===== src/rtl/correlator_host_ctrl_pkg.sv =====
// Shared definitions for the correlator host controller: register map,
// control-register bit positions, RX/TX state encodings and helpers.
package correlator_host_ctrl_pkg;

    // Bytes per correlator packet: window number plus four count bytes
    localparam int PKT_LEN_DEFAULT = 5;

    // Register addresses (7-bit address field of the command byte)
    localparam logic [6:0] ADDR_SEED       = 7'd0;
    localparam logic [6:0] ADDR_WIN_LEN    = 7'd1;
    localparam logic [6:0] ADDR_WIN_SHAPE  = 7'd2;
    localparam logic [6:0] ADDR_PERIOD     = 7'd3;
    localparam logic [6:0] ADDR_JITTER     = 7'd4;
    localparam logic [6:0] ADDR_LED        = 7'd5;
    localparam logic [6:0] ADDR_CTRL       = 7'd6;

    // Control register bit positions
    localparam int CTRL_STREAM_EN_BIT = 0;
    localparam int CTRL_FLUSH_BIT     = 1;

    // Command parser states
    typedef enum logic {
        RX_CMD  = 1'b0,
        RX_DATA = 1'b1
    } rx_state_t;

    // TX path states
    typedef enum logic [1:0] {
        TX_IDLE   = 2'd0,
        TX_STREAM = 2'd1,
        TX_RESP   = 2'd2
    } tx_state_t;

    // Clamp an unsigned byte to an upper limit
    function automatic logic [7:0] sat_u8(input logic [7:0] value, input logic [7:0] limit);
        logic [7:0] result;
        if (value > limit) begin
            result = limit;
        end else begin
            result = value;
        end
        return result;
    endfunction

endpackage


===== src/rtl/correlator_host_ctrl_tx_byte_arbiter.sv =====
// TX byte arbiter: owns the TX holding register, the in-packet byte index,
// the TX state machine and the FIFO pop/flush timing. Read responses only
// go out on packet boundaries so a 5-byte packet is never split.
module tx_byte_arbiter
    import correlator_host_ctrl_pkg::*;
#(
    parameter int PKT_LEN = PKT_LEN_DEFAULT
) (
    input  logic       clk,
    input  logic       rst_n,
    input  logic       cg,
    input  logic       stream_en,
    input  logic       resp_req,
    input  logic [7:0] resp_data,
    output logic       resp_take,
    input  logic       flush_req,
    input  logic [7:0] fifo_data,
    input  logic       fifo_empty,
    output logic       fifo_pop,
    output logic       fifo_flush,
    output logic [7:0] tx_byte,
    output logic       tx_valid,
    input  logic       tx_ready
);

    localparam int IDX_W = (PKT_LEN > 1) ? $clog2(PKT_LEN) : 1;
    localparam logic [IDX_W-1:0] IDX_LAST = IDX_W'(PKT_LEN - 1);

    tx_state_t        tx_state_r;
    logic [7:0]       tx_byte_r;
    logic             tx_valid_r;
    logic [IDX_W-1:0] idx_r;
    logic             flush_pend_r;
    logic             flush_r;

    logic tx_free_s;
    logic at_boundary_s;
    logic flush_block_s;
    logic load_resp_s;
    logic load_stream_s;
    logic flush_fire_s;

    assign tx_free_s     = !tx_valid_r || tx_ready;
    assign at_boundary_s = (idx_r == '0);
    // Stream loads stay off the boundary from the moment a flush is pending
    // until the flush pulse has been seen by the FIFO
    assign flush_block_s = flush_pend_r || flush_r;

    // Choose what (if anything) enters the TX holding register this cycle
    always_comb begin
        load_resp_s   = 1'b0;
        load_stream_s = 1'b0;
        if (cg && tx_free_s) begin
            if (!at_boundary_s) begin
                // Mid-packet: only the packet may continue, even if streamEn dropped
                load_stream_s = !fifo_empty;
            end else if (resp_req) begin
                load_resp_s = 1'b1;
            end else if (stream_en && !fifo_empty && !flush_block_s) begin
                load_stream_s = 1'b1;
            end else begin
                load_stream_s = 1'b0;
            end
        end else begin
            load_resp_s   = 1'b0;
            load_stream_s = 1'b0;
        end
    end

    assign flush_fire_s = cg && flush_pend_r && at_boundary_s && !load_stream_s;

    // TX state machine, holding register, byte index and flush pulse
    always_ff @(posedge clk or negedge rst_n) begin
        if (!rst_n) begin
            tx_state_r   <= TX_IDLE;
            tx_byte_r    <= 8'h00;
            tx_valid_r   <= 1'b0;
            idx_r        <= '0;
            flush_pend_r <= 1'b0;
            flush_r      <= 1'b0;
        end else if (cg) begin
            if (load_resp_s) begin
                tx_byte_r  <= resp_data;
                tx_valid_r <= 1'b1;
                tx_state_r <= TX_RESP;
            end else if (load_stream_s) begin
                tx_byte_r  <= fifo_data;
                tx_valid_r <= 1'b1;
                tx_state_r <= TX_STREAM;
                idx_r      <= (idx_r == IDX_LAST) ? '0 : idx_r + IDX_W'(1);
            end else begin
                if (tx_ready) begin
                    tx_valid_r <= 1'b0;
                end else begin
                    tx_valid_r <= tx_valid_r;
                end
                if (tx_free_s) begin
                    tx_state_r <= at_boundary_s ? TX_IDLE : TX_STREAM;
                end else begin
                    tx_state_r <= tx_state_r;
                end
            end
            flush_r      <= flush_fire_s;
            flush_pend_r <= (flush_pend_r || flush_req) && !flush_fire_s;
        end else begin
            // Clock gate low: state holds, strobes do not stretch
            flush_r <= 1'b0;
        end
    end

    // The pop must coincide with the load so the FIFO head advances at the same edge
    assign fifo_pop   = load_stream_s;
    assign resp_take  = load_resp_s;
    assign fifo_flush = flush_r;
    assign tx_byte    = tx_byte_r;
    assign tx_valid   = tx_valid_r;

endmodule


===== src/rtl/correlator_host_ctrl.sv =====
// Host-side controller for the correlator: parses 2-byte register commands
// from the host link, holds the correlator configuration registers and
// hands read responses and packet bytes to the TX arbiter.
module correlator_host_ctrl
    import correlator_host_ctrl_pkg::*;
#(
    parameter int MAX_WINDOW_LENGTH_EXP = 16,
    parameter int MAX_SAMPLE_PERIOD_EXP = 15,
    parameter int MAX_SAMPLE_JITTER_EXP = 8,
    parameter int PKT_LEN               = PKT_LEN_DEFAULT,
    parameter int RST_WINDOW_LENGTH_EXP = 10,
    parameter int RST_SAMPLE_PERIOD_EXP = 0,
    localparam int WLEN_W   = $clog2(MAX_WINDOW_LENGTH_EXP + 1),
    localparam int PERIOD_W = $clog2(MAX_SAMPLE_PERIOD_EXP + 1),
    localparam int JITTER_W = $clog2(MAX_SAMPLE_JITTER_EXP + 1)
) (
    input  logic                i_clk,
    input  logic                i_rst_n,
    input  logic                i_cg,
    input  logic [7:0]          i_rxByte,
    input  logic                i_rxValid,
    output logic                o_rxReady,
    output logic [7:0]          o_txByte,
    output logic                o_txValid,
    input  logic                i_txReady,
    input  logic [7:0]          i_pktfifo_data,
    input  logic                i_pktfifo_empty,
    output logic                o_pktfifo_pop,
    output logic                o_pktfifo_flush,
    output logic [WLEN_W-1:0]   o_windowLengthExp,
    output logic                o_windowShape,
    output logic [PERIOD_W-1:0] o_samplePeriodExp,
    output logic [JITTER_W-1:0] o_sampleJitterExp,
    output logic [2:0]          o_ledSource,
    output logic [7:0]          o_jitterSeedByte,
    output logic                o_jitterSeedValid
);

    rx_state_t  rx_state_r;
    logic [6:0] wr_addr_r;
    logic       resp_pend_r;
    logic [7:0] resp_byte_r;
    logic       rx_ready_r;
    logic       stream_en_r;

    logic       rx_accept_s;
    logic       rd_accept_s;
    logic       wr_accept_s;
    logic       wr_flush_s;
    logic [7:0] rd_data_s;
    logic       resp_req_s;
    logic [7:0] resp_data_s;
    logic       resp_take_s;
    logic       resp_pend_next_s;

    assign rx_accept_s = i_cg && i_rxValid && rx_ready_r;
    assign rd_accept_s = rx_accept_s && (rx_state_r == RX_CMD) && i_rxByte[7];
    assign wr_accept_s = rx_accept_s && (rx_state_r == RX_DATA);
    assign wr_flush_s  = wr_accept_s && (wr_addr_r == ADDR_CTRL) && i_rxByte[CTRL_FLUSH_BIT];

    // Read-back value for the address carried in the current command byte
    always_comb begin
        rd_data_s = 8'h00;
        case (i_rxByte[6:0])
            ADDR_WIN_LEN:   rd_data_s = 8'(o_windowLengthExp);
            ADDR_WIN_SHAPE: rd_data_s = {7'b0000000, o_windowShape};
            ADDR_PERIOD:    rd_data_s = 8'(o_samplePeriodExp);
            ADDR_JITTER:    rd_data_s = 8'(o_sampleJitterExp);
            ADDR_LED:       rd_data_s = {5'b00000, o_ledSource};
            ADDR_CTRL:      rd_data_s = {7'b0000000, stream_en_r};
            default:        rd_data_s = 8'h00;
        endcase
    end

    // A read offered in its accept cycle can be loaded straight away when TX is free
    assign resp_req_s       = resp_pend_r || rd_accept_s;
    assign resp_data_s      = resp_pend_r ? resp_byte_r : rd_data_s;
    assign resp_pend_next_s = resp_req_s && !resp_take_s;

    // Command parser FSM and single outstanding read tracking
    always_ff @(posedge i_clk or negedge i_rst_n) begin
        if (!i_rst_n) begin
            rx_state_r  <= RX_CMD;
            wr_addr_r   <= 7'd0;
            resp_pend_r <= 1'b0;
            resp_byte_r <= 8'h00;
            rx_ready_r  <= 1'b1;
        end else if (i_cg) begin
            case (rx_state_r)
                RX_CMD: begin
                    if (rx_accept_s && !i_rxByte[7]) begin
                        wr_addr_r  <= i_rxByte[6:0];
                        rx_state_r <= RX_DATA;
                    end else begin
                        rx_state_r <= RX_CMD;
                    end
                end
                RX_DATA: begin
                    if (rx_accept_s) begin
                        rx_state_r <= RX_CMD;
                    end else begin
                        rx_state_r <= RX_DATA;
                    end
                end
                default: rx_state_r <= RX_CMD;
            endcase
            if (rd_accept_s) begin
                resp_byte_r <= rd_data_s;
            end else begin
                resp_byte_r <= resp_byte_r;
            end
            resp_pend_r <= resp_pend_next_s;
            rx_ready_r  <= !resp_pend_next_s;
        end else begin
            rx_state_r <= rx_state_r;
        end
    end

    // Configuration registers and the seed strobe
    always_ff @(posedge i_clk or negedge i_rst_n) begin
        if (!i_rst_n) begin
            o_windowLengthExp <= WLEN_W'(RST_WINDOW_LENGTH_EXP);
            o_windowShape     <= 1'b0;
            o_samplePeriodExp <= PERIOD_W'(RST_SAMPLE_PERIOD_EXP);
            o_sampleJitterExp <= '0;
            o_ledSource       <= 3'd0;
            o_jitterSeedByte  <= 8'h00;
            o_jitterSeedValid <= 1'b0;
            stream_en_r       <= 1'b0;
        end else if (i_cg) begin
            o_jitterSeedValid <= wr_accept_s && (wr_addr_r == ADDR_SEED);
            if (wr_accept_s) begin
                case (wr_addr_r)
                    ADDR_SEED:      o_jitterSeedByte  <= i_rxByte;
                    ADDR_WIN_LEN:   o_windowLengthExp <= WLEN_W'(sat_u8(i_rxByte, 8'(MAX_WINDOW_LENGTH_EXP)));
                    ADDR_WIN_SHAPE: o_windowShape     <= i_rxByte[0];
                    ADDR_PERIOD:    o_samplePeriodExp <= PERIOD_W'(sat_u8(i_rxByte, 8'(MAX_SAMPLE_PERIOD_EXP)));
                    ADDR_JITTER:    o_sampleJitterExp <= JITTER_W'(sat_u8(i_rxByte, 8'(MAX_SAMPLE_JITTER_EXP)));
                    ADDR_LED:       o_ledSource       <= i_rxByte[2:0];
                    ADDR_CTRL:      stream_en_r       <= i_rxByte[CTRL_STREAM_EN_BIT];
                    default:        stream_en_r       <= stream_en_r;
                endcase
            end else begin
                stream_en_r <= stream_en_r;
            end
        end else begin
            o_jitterSeedValid <= 1'b0;
        end
    end

    assign o_rxReady = rx_ready_r;

    tx_byte_arbiter #(
        .PKT_LEN (PKT_LEN)
    ) u_tx_arb (
        .clk        (i_clk),
        .rst_n      (i_rst_n),
        .cg         (i_cg),
        .stream_en  (stream_en_r),
        .resp_req   (resp_req_s),
        .resp_data  (resp_data_s),
        .resp_take  (resp_take_s),
        .flush_req  (wr_flush_s),
        .fifo_data  (i_pktfifo_data),
        .fifo_empty (i_pktfifo_empty),
        .fifo_pop   (o_pktfifo_pop),
        .fifo_flush (o_pktfifo_flush),
        .tx_byte    (o_txByte),
        .tx_valid   (o_txValid),
        .tx_ready   (i_txReady)
    );

endmodule


===== config.mk =====
export PLATFORM = sky130hd
export DESIGN_NAME = correlator_host_ctrl
export DESIGN_NICKNAME = d
export VERILOG_FILES = /design/src/rtl/correlator_host_ctrl_pkg.sv /design/src/rtl/correlator_host_ctrl_tx_byte_arbiter.sv /design/src/rtl/correlator_host_ctrl.sv
export SDC_FILE = /design/constraint.sdc
export NUM_CORES = 1
export LEC_CHECK = 0
export ABC_CLOCK_PERIOD_IN_PS = 2500
export BUFFER_PORTS_ARGS = -buffer_cell sky130_fd_sc_hd__clkbuf_2
export CELL_PAD_IN_SITES_DETAIL_PLACEMENT = 0
export CELL_PAD_IN_SITES_GLOBAL_PLACEMENT = 1
export CORE_MARGIN = 8
export CORE_UTILIZATION = 42
export CTS_CLUSTER_SIZE = 25
export DETAILED_ROUTE_END_ITERATION = 6
export GPL_TIMING_DRIVEN = 0
export PLACE_DENSITY = 0.76
export SETUP_SLACK_MARGIN = 0.15
export SLEW_MARGIN = 20
export SYNTH_ARGS = -nofsm -noshare
export SYNTH_HDL_FRONTEND = slang
export SYNTH_HIERARCHICAL = 1
export SYNTH_SLANG_ARGS = --single-unit

===== constraint.sdc =====
create_clock -name i_clk -period 2.5 [get_ports i_clk]
set_input_delay 0.5 -clock i_clk [delete_from_list [all_inputs] [get_ports i_clk]]
set_output_delay 0.5 -clock i_clk [all_outputs]
set_load 0.05 [all_outputs]

; After elaboration in Yosys (flattened, before gate mapping)
; Cells that the tools add are included.
[word_totals]
ff_bits = 59
out_inout_bits = 38
[op_classes]
bitwise_logic = 2
n_eq_ne = 13
addsub = 1
reduce_logical = 45
muxes = 23
magnitude_cmp = 3
[ops]
columns = op, count
row1 = "equality test 7 x 3 -> 1 bit, second input constant", 6
row2 = one-hot mux 5 bit (6 select lines), 1
row3 = "equality test 7 x 2 -> 1 bit, second input constant", 4
row4 = AND reduction 3 bit, 9
row5 = two-way mux 8 bit, 3
row6 = logical AND 1 bit, 17
row7 = "> comparator 8 x 4 -> 1 bit, second input constant", 2
row8 = "equality test 7 x 1 -> 1 bit, second input constant", 2
row9 = two-way mux 1 bit, 14
row10 = "> comparator 8 x 5 -> 1 bit, second input constant", 1
row11 = zero test 1 bit, 8
row12 = two-way mux 4 bit, 2
row13 = zero test 7 bit, 1
row14 = AND reduction 2 bit, 3
row15 = two-way mux 5 bit, 1
row16 = logical OR 1 bit, 4
row17 = "adder 3 x 1 -> 3 bit, second input constant", 1
row18 = "equality test 3 bit, second input constant", 1
row19 = zero test 3 bit, 1
row20 = two-way mux 3 bit, 1
row21 = nonzero test 3 bit, 1
row22 = NOT 1 bit, 2
row23 = one-hot mux 1 bit (2 select lines), 1
row24 = nonzero test 2 bit, 1

; Logic depth before layout (Yosys ltp)
[depth]
depth_word = 12
mapped_depth = 9

; Hierarchy
; The synthesis kept the hierarchy.
[modules_own_cells]
columns = module, seq_area_each_um2, n_inst, cells_each, area_each_um2
row1 = correlator_host_ctrl, 1054.8, 1, 176, 2023.2
row2 = tx_byte_arbiter, 350.3, 1, 69, 705.7

; Least setup slack after synthesis
; No wires, ideal clock.
[synth_timing]
path_kind = register to output
start = register rx_ready_r (netlist: o_rxReady)
end = output port o_pktfifo_pop
t_required_ns = 2.000
stages_incl_launch_ff = 8
arrival_ns = 1.785
slack_ns = 0.215
cell_sequence = dfstp_2 and4b_1 a21oi_1 inv_1 nor4b_2 o311a_1 buf_6 buf_12
[synth_between]
elab_chain_cells = 7
[synth_rtl]
columns = element, line
row1 = start: declaration, correlator_host_ctrl.sv:43  ; logic rx_ready_r;
row2 = start signal: assignment, correlator_host_ctrl.sv:113  ; rx_ready_r <= !resp_pend_next_s;
row3 = logical AND 1 bit, correlator_host_ctrl.sv:56  ; assign rx_accept_s = i_cg && i_rxValid && rx_ready_r;
row4 = logical AND 1 bit (2 in a row), correlator_host_ctrl.sv:57  ; assign rd_accept_s = rx_accept_s && (rx_state_r == RX_CMD) && i_rxByte[7];
row5 = logical OR 1 bit, correlator_host_ctrl.sv:76  ; assign resp_req_s = resp_pend_r || rd_accept_s;
row6 = net resp_req_s, correlator_host_ctrl.sv:51  ; logic resp_req_s;
row7 = two-way mux 1 bit, correlator_host_ctrl_tx_byte_arbiter.sv:57  ; end else if (resp_req) begin
row8 = two-way mux 1 bit, correlator_host_ctrl_tx_byte_arbiter.sv:54  ; if (!at_boundary_s) begin
row9 = two-way mux 1 bit, correlator_host_ctrl_tx_byte_arbiter.sv:53  ; if (cg && tx_free_s) begin
row10 = end: declaration, correlator_host_ctrl.sv:28  ; output logic o_pktfifo_pop,
; The timed path passes the listed nets, and every way through them passes these cells.

; Final worst setup path
; Same ends and word-level chain as after synthesis.

==> out/results.ini <==
[logic_synthesis]
ys_seq_area_share_pct=51.5
synth-seq-cells=56
synth_enable_flop_cells=0
synth_ff_type=dfrtp_1
ys_types=43
syn_area_mm2=0.00273
avgSynthCellArea_um2=11.1
syn_inst=245
synthArstFlopShare_pct=100
yosysWarningCount=6

[drt]
wl_met1_mm=2.89
met2_length_mm=3.21
viasPerCell=5.11
wl_per_cell_um=16.0
drt-initial-drc-count=59
remaining_drc_errors=0
vias=2095
wl_mm=6.54
final_antenna_net_count=0
highest_layer=met4
drt-pass1-iter-count=4
route.met3.wl_um=362

[power]
ir_drop_uv=669
leakage_uw=0.00168
p_per_area_mw_per_mm2=1030
total_power_uw=3640

[placement]
dp_hpwl_mm=4.68
routabilityCongestion=0.773
port_buffers=58

[worst_setup_path]
worstPathRequired_ns=2.00
critPathBufInv=4
critical_path_class=reg -> out
endpoint_kind=output pin
path_cells=and4b_2 -> a21oi_2 -> inv_2 -> nor4b_4 -> o311a_1 -> buf_6 -> buf_12 -> clkbuf_16
critPathMaxFanout=2
startpoint_type=flop
cpMaxStageDelayCell=dfstp_2
critPathTopFamily=flip-flops
critPathArrivalTime_ns=1.99
critical_path.max_stage_delay_ns=0.54
ff2ff_setup_slack_ns=0.04

[clocking]
cts_buffers=5
root_buffer=clkbuf_8
cts_hold_buffers=0
clk_pin_slew_ns=0.09
htree_levels=2
cts_tree=built
clk-insertion-delay-late_ns=0.31
cts.sinks=56
cts_buffer_depth=2

[floorplan]
die_y_um=96.6
coreArea_mm2=0.00631
initial_utilization_pct=43.2
row_count=29
die_w_um=96.6
io_pins=60
dieArea_mm2=0.00933

[grt]
grt_pass1_vias=2292
gr-total-overflow=0
antenna_found_initial=0
grt_pass1_wl_mm=11.2
grt_max_degree=47
gr-usage-all-layers_pct=14.1

[timing]
setup_tns_ns=0
tightest_slew_ns=0.983
hold_viol=0
fmax_mhz=401
maxSlewViolCount=0
fin_skew_ns=0.0135
rsz0062_at_grt=yes
layout_min_cycle_time_ns=2.49
setup_violations=0
min_period_over_period_pct=99.7
slew_headroom_pct=33.9

[finish]
layout.nets=356
fillers=600
final_cell_mix=clkbuf_2 (55), dfrtp_1 (53), nand2_1 (27)
drive_gt1_share_pct=42.0
layout_commonest_cell=clkbuf_2
synthToLayoutAreaGrowth_pct=29.0
multiInputGateArea_mm2=0.00128
diodes=0
seqCellArea_mm2=0.00141

[flow_run]
max_cap_violations=0

[hold_path]
hold_path_class=in -> async

[run_status]
status=completed

[Yosys cell counts (3+ instances only)]
master / number / area share, %
nor2b_1: 4 / 0.92
mux2_4: 8 / 4.4
nand2_1: 27 / 3.7
nand2b_1: 6 / 1.4
mux2_2: 19 / 7.8
mux2i_1: 14 / 5.1
nor2_1: 16 / 2.2
dfrtp_1: 53 / 49
a21oi_1: 13 / 2.4
o31ai_1: 6 / 1.7
clkbuf_1: 6 / 0.83
o21ai_0: 19 / 3.5
dfstp_2: 3 / 2.9
inv_1: 10 / 1.4
nand3_1: 6 / 1.1
[layout make-up]
cell class              instances  area share, %
clock buffers                   8           2.56
flip-flops and latches         56           39.9
well taps                      77           2.74
inverters                      10           1.07
plain buffers                  11           2.31
multi-input cells             170           36.4
repair buffers                 78           15.0
[power breakdown]
group	internal (uW)	switching (uW)
Clock	227	280
Combinational	685	1080
Sequential	1170	195
[sequential cells by signal, indices dropped and copies added, names as in the netlist]
register and cells:
u_tx_arb/idx_r 3, rx_state_r 1, o_windowLengthExp 5, o_samplePeriodExp 4
wr_addr_r 7, o_rxReady 1, o_ledSource 3, u_tx_arb/tx_byte 8
o_jitterSeedValid 1, resp_byte_r 5, resp_pend_r 1, o_jitterSeedByte 8
o_windowShape 1, u_tx_arb/flush_pend_r 1, u_tx_arb/tx_valid 1, u_tx_arb/fifo_flush 1
o_sampleJitterExp 4, stream_en_r 1
[what timing repair did]
item	4_1_cts	5_1_grt
gates resized for setup	10	18
buffers inserted	14	5
endpoints found under the setup margin	1	12
pin swaps	4	6
[final timing paths]
kind	end	from	cells past startpoint
setup / recovery	o_pktfifo_pop	o_rxReady	8
setup reg to reg	u_tx_arb/tx_byte[0]	o_rxReady	17
hold reg to reg	resp_byte_r[1]	resp_byte_r[1]	2
hold / removal	u_tx_arb/idx_r[2]	i_rst_n	1
max in group asynchronous	o_windowLengthExp[3]	i_rst_n	2
min in group i_clk	o_rxReady	i_cg	2
[per-stage QoR]
step / instance area [um^2] / std cells / util [%] / setup WS [ns] / hold WS (ns)
6_report: 3520 / 410 / 55.7 / 0.00824 / 0.0425
5_1_grt: 3520 / 410 / 55.7 / -0.0469 / 0.0294
4_1_cts: 3390 / 405 / 53.8 / -0.0612 / 0.0305
3_5_place_dp: 3150 / 383 / 49.9 / -0.308 / 0.380
3_3_place_gp: 3120 / 382 / 49.5 / -0.320 / 0.461
2_1_floorplan: 2740 / 247 / - / 0.215 / 0.204
[logic make-up (layout without fill, tap and decap cells)]
logic type	after synthesis	after routing	share of synthesized area [%]
flip-flops	56	56	51.5
multiplexers	41	41	17.4
other	1	3	0.137
AO/OA/AOI/OAI	46	46	10.0
adder cells (fa/ha/maj)	2	2	0.917
AND/OR/NAND/NOR	78	78	16.0
buffers and inverters	21	107	4.08
[layer usage]
metal  vias to the layer above  track usage [%]
li1                       1030                -
met1                      1019             16.8
met2                        40             23.6
met3                         6             4.84
met4                         0             3.91
met5                         -                0
Note: power is estimated with default switching activity, not from simulation.
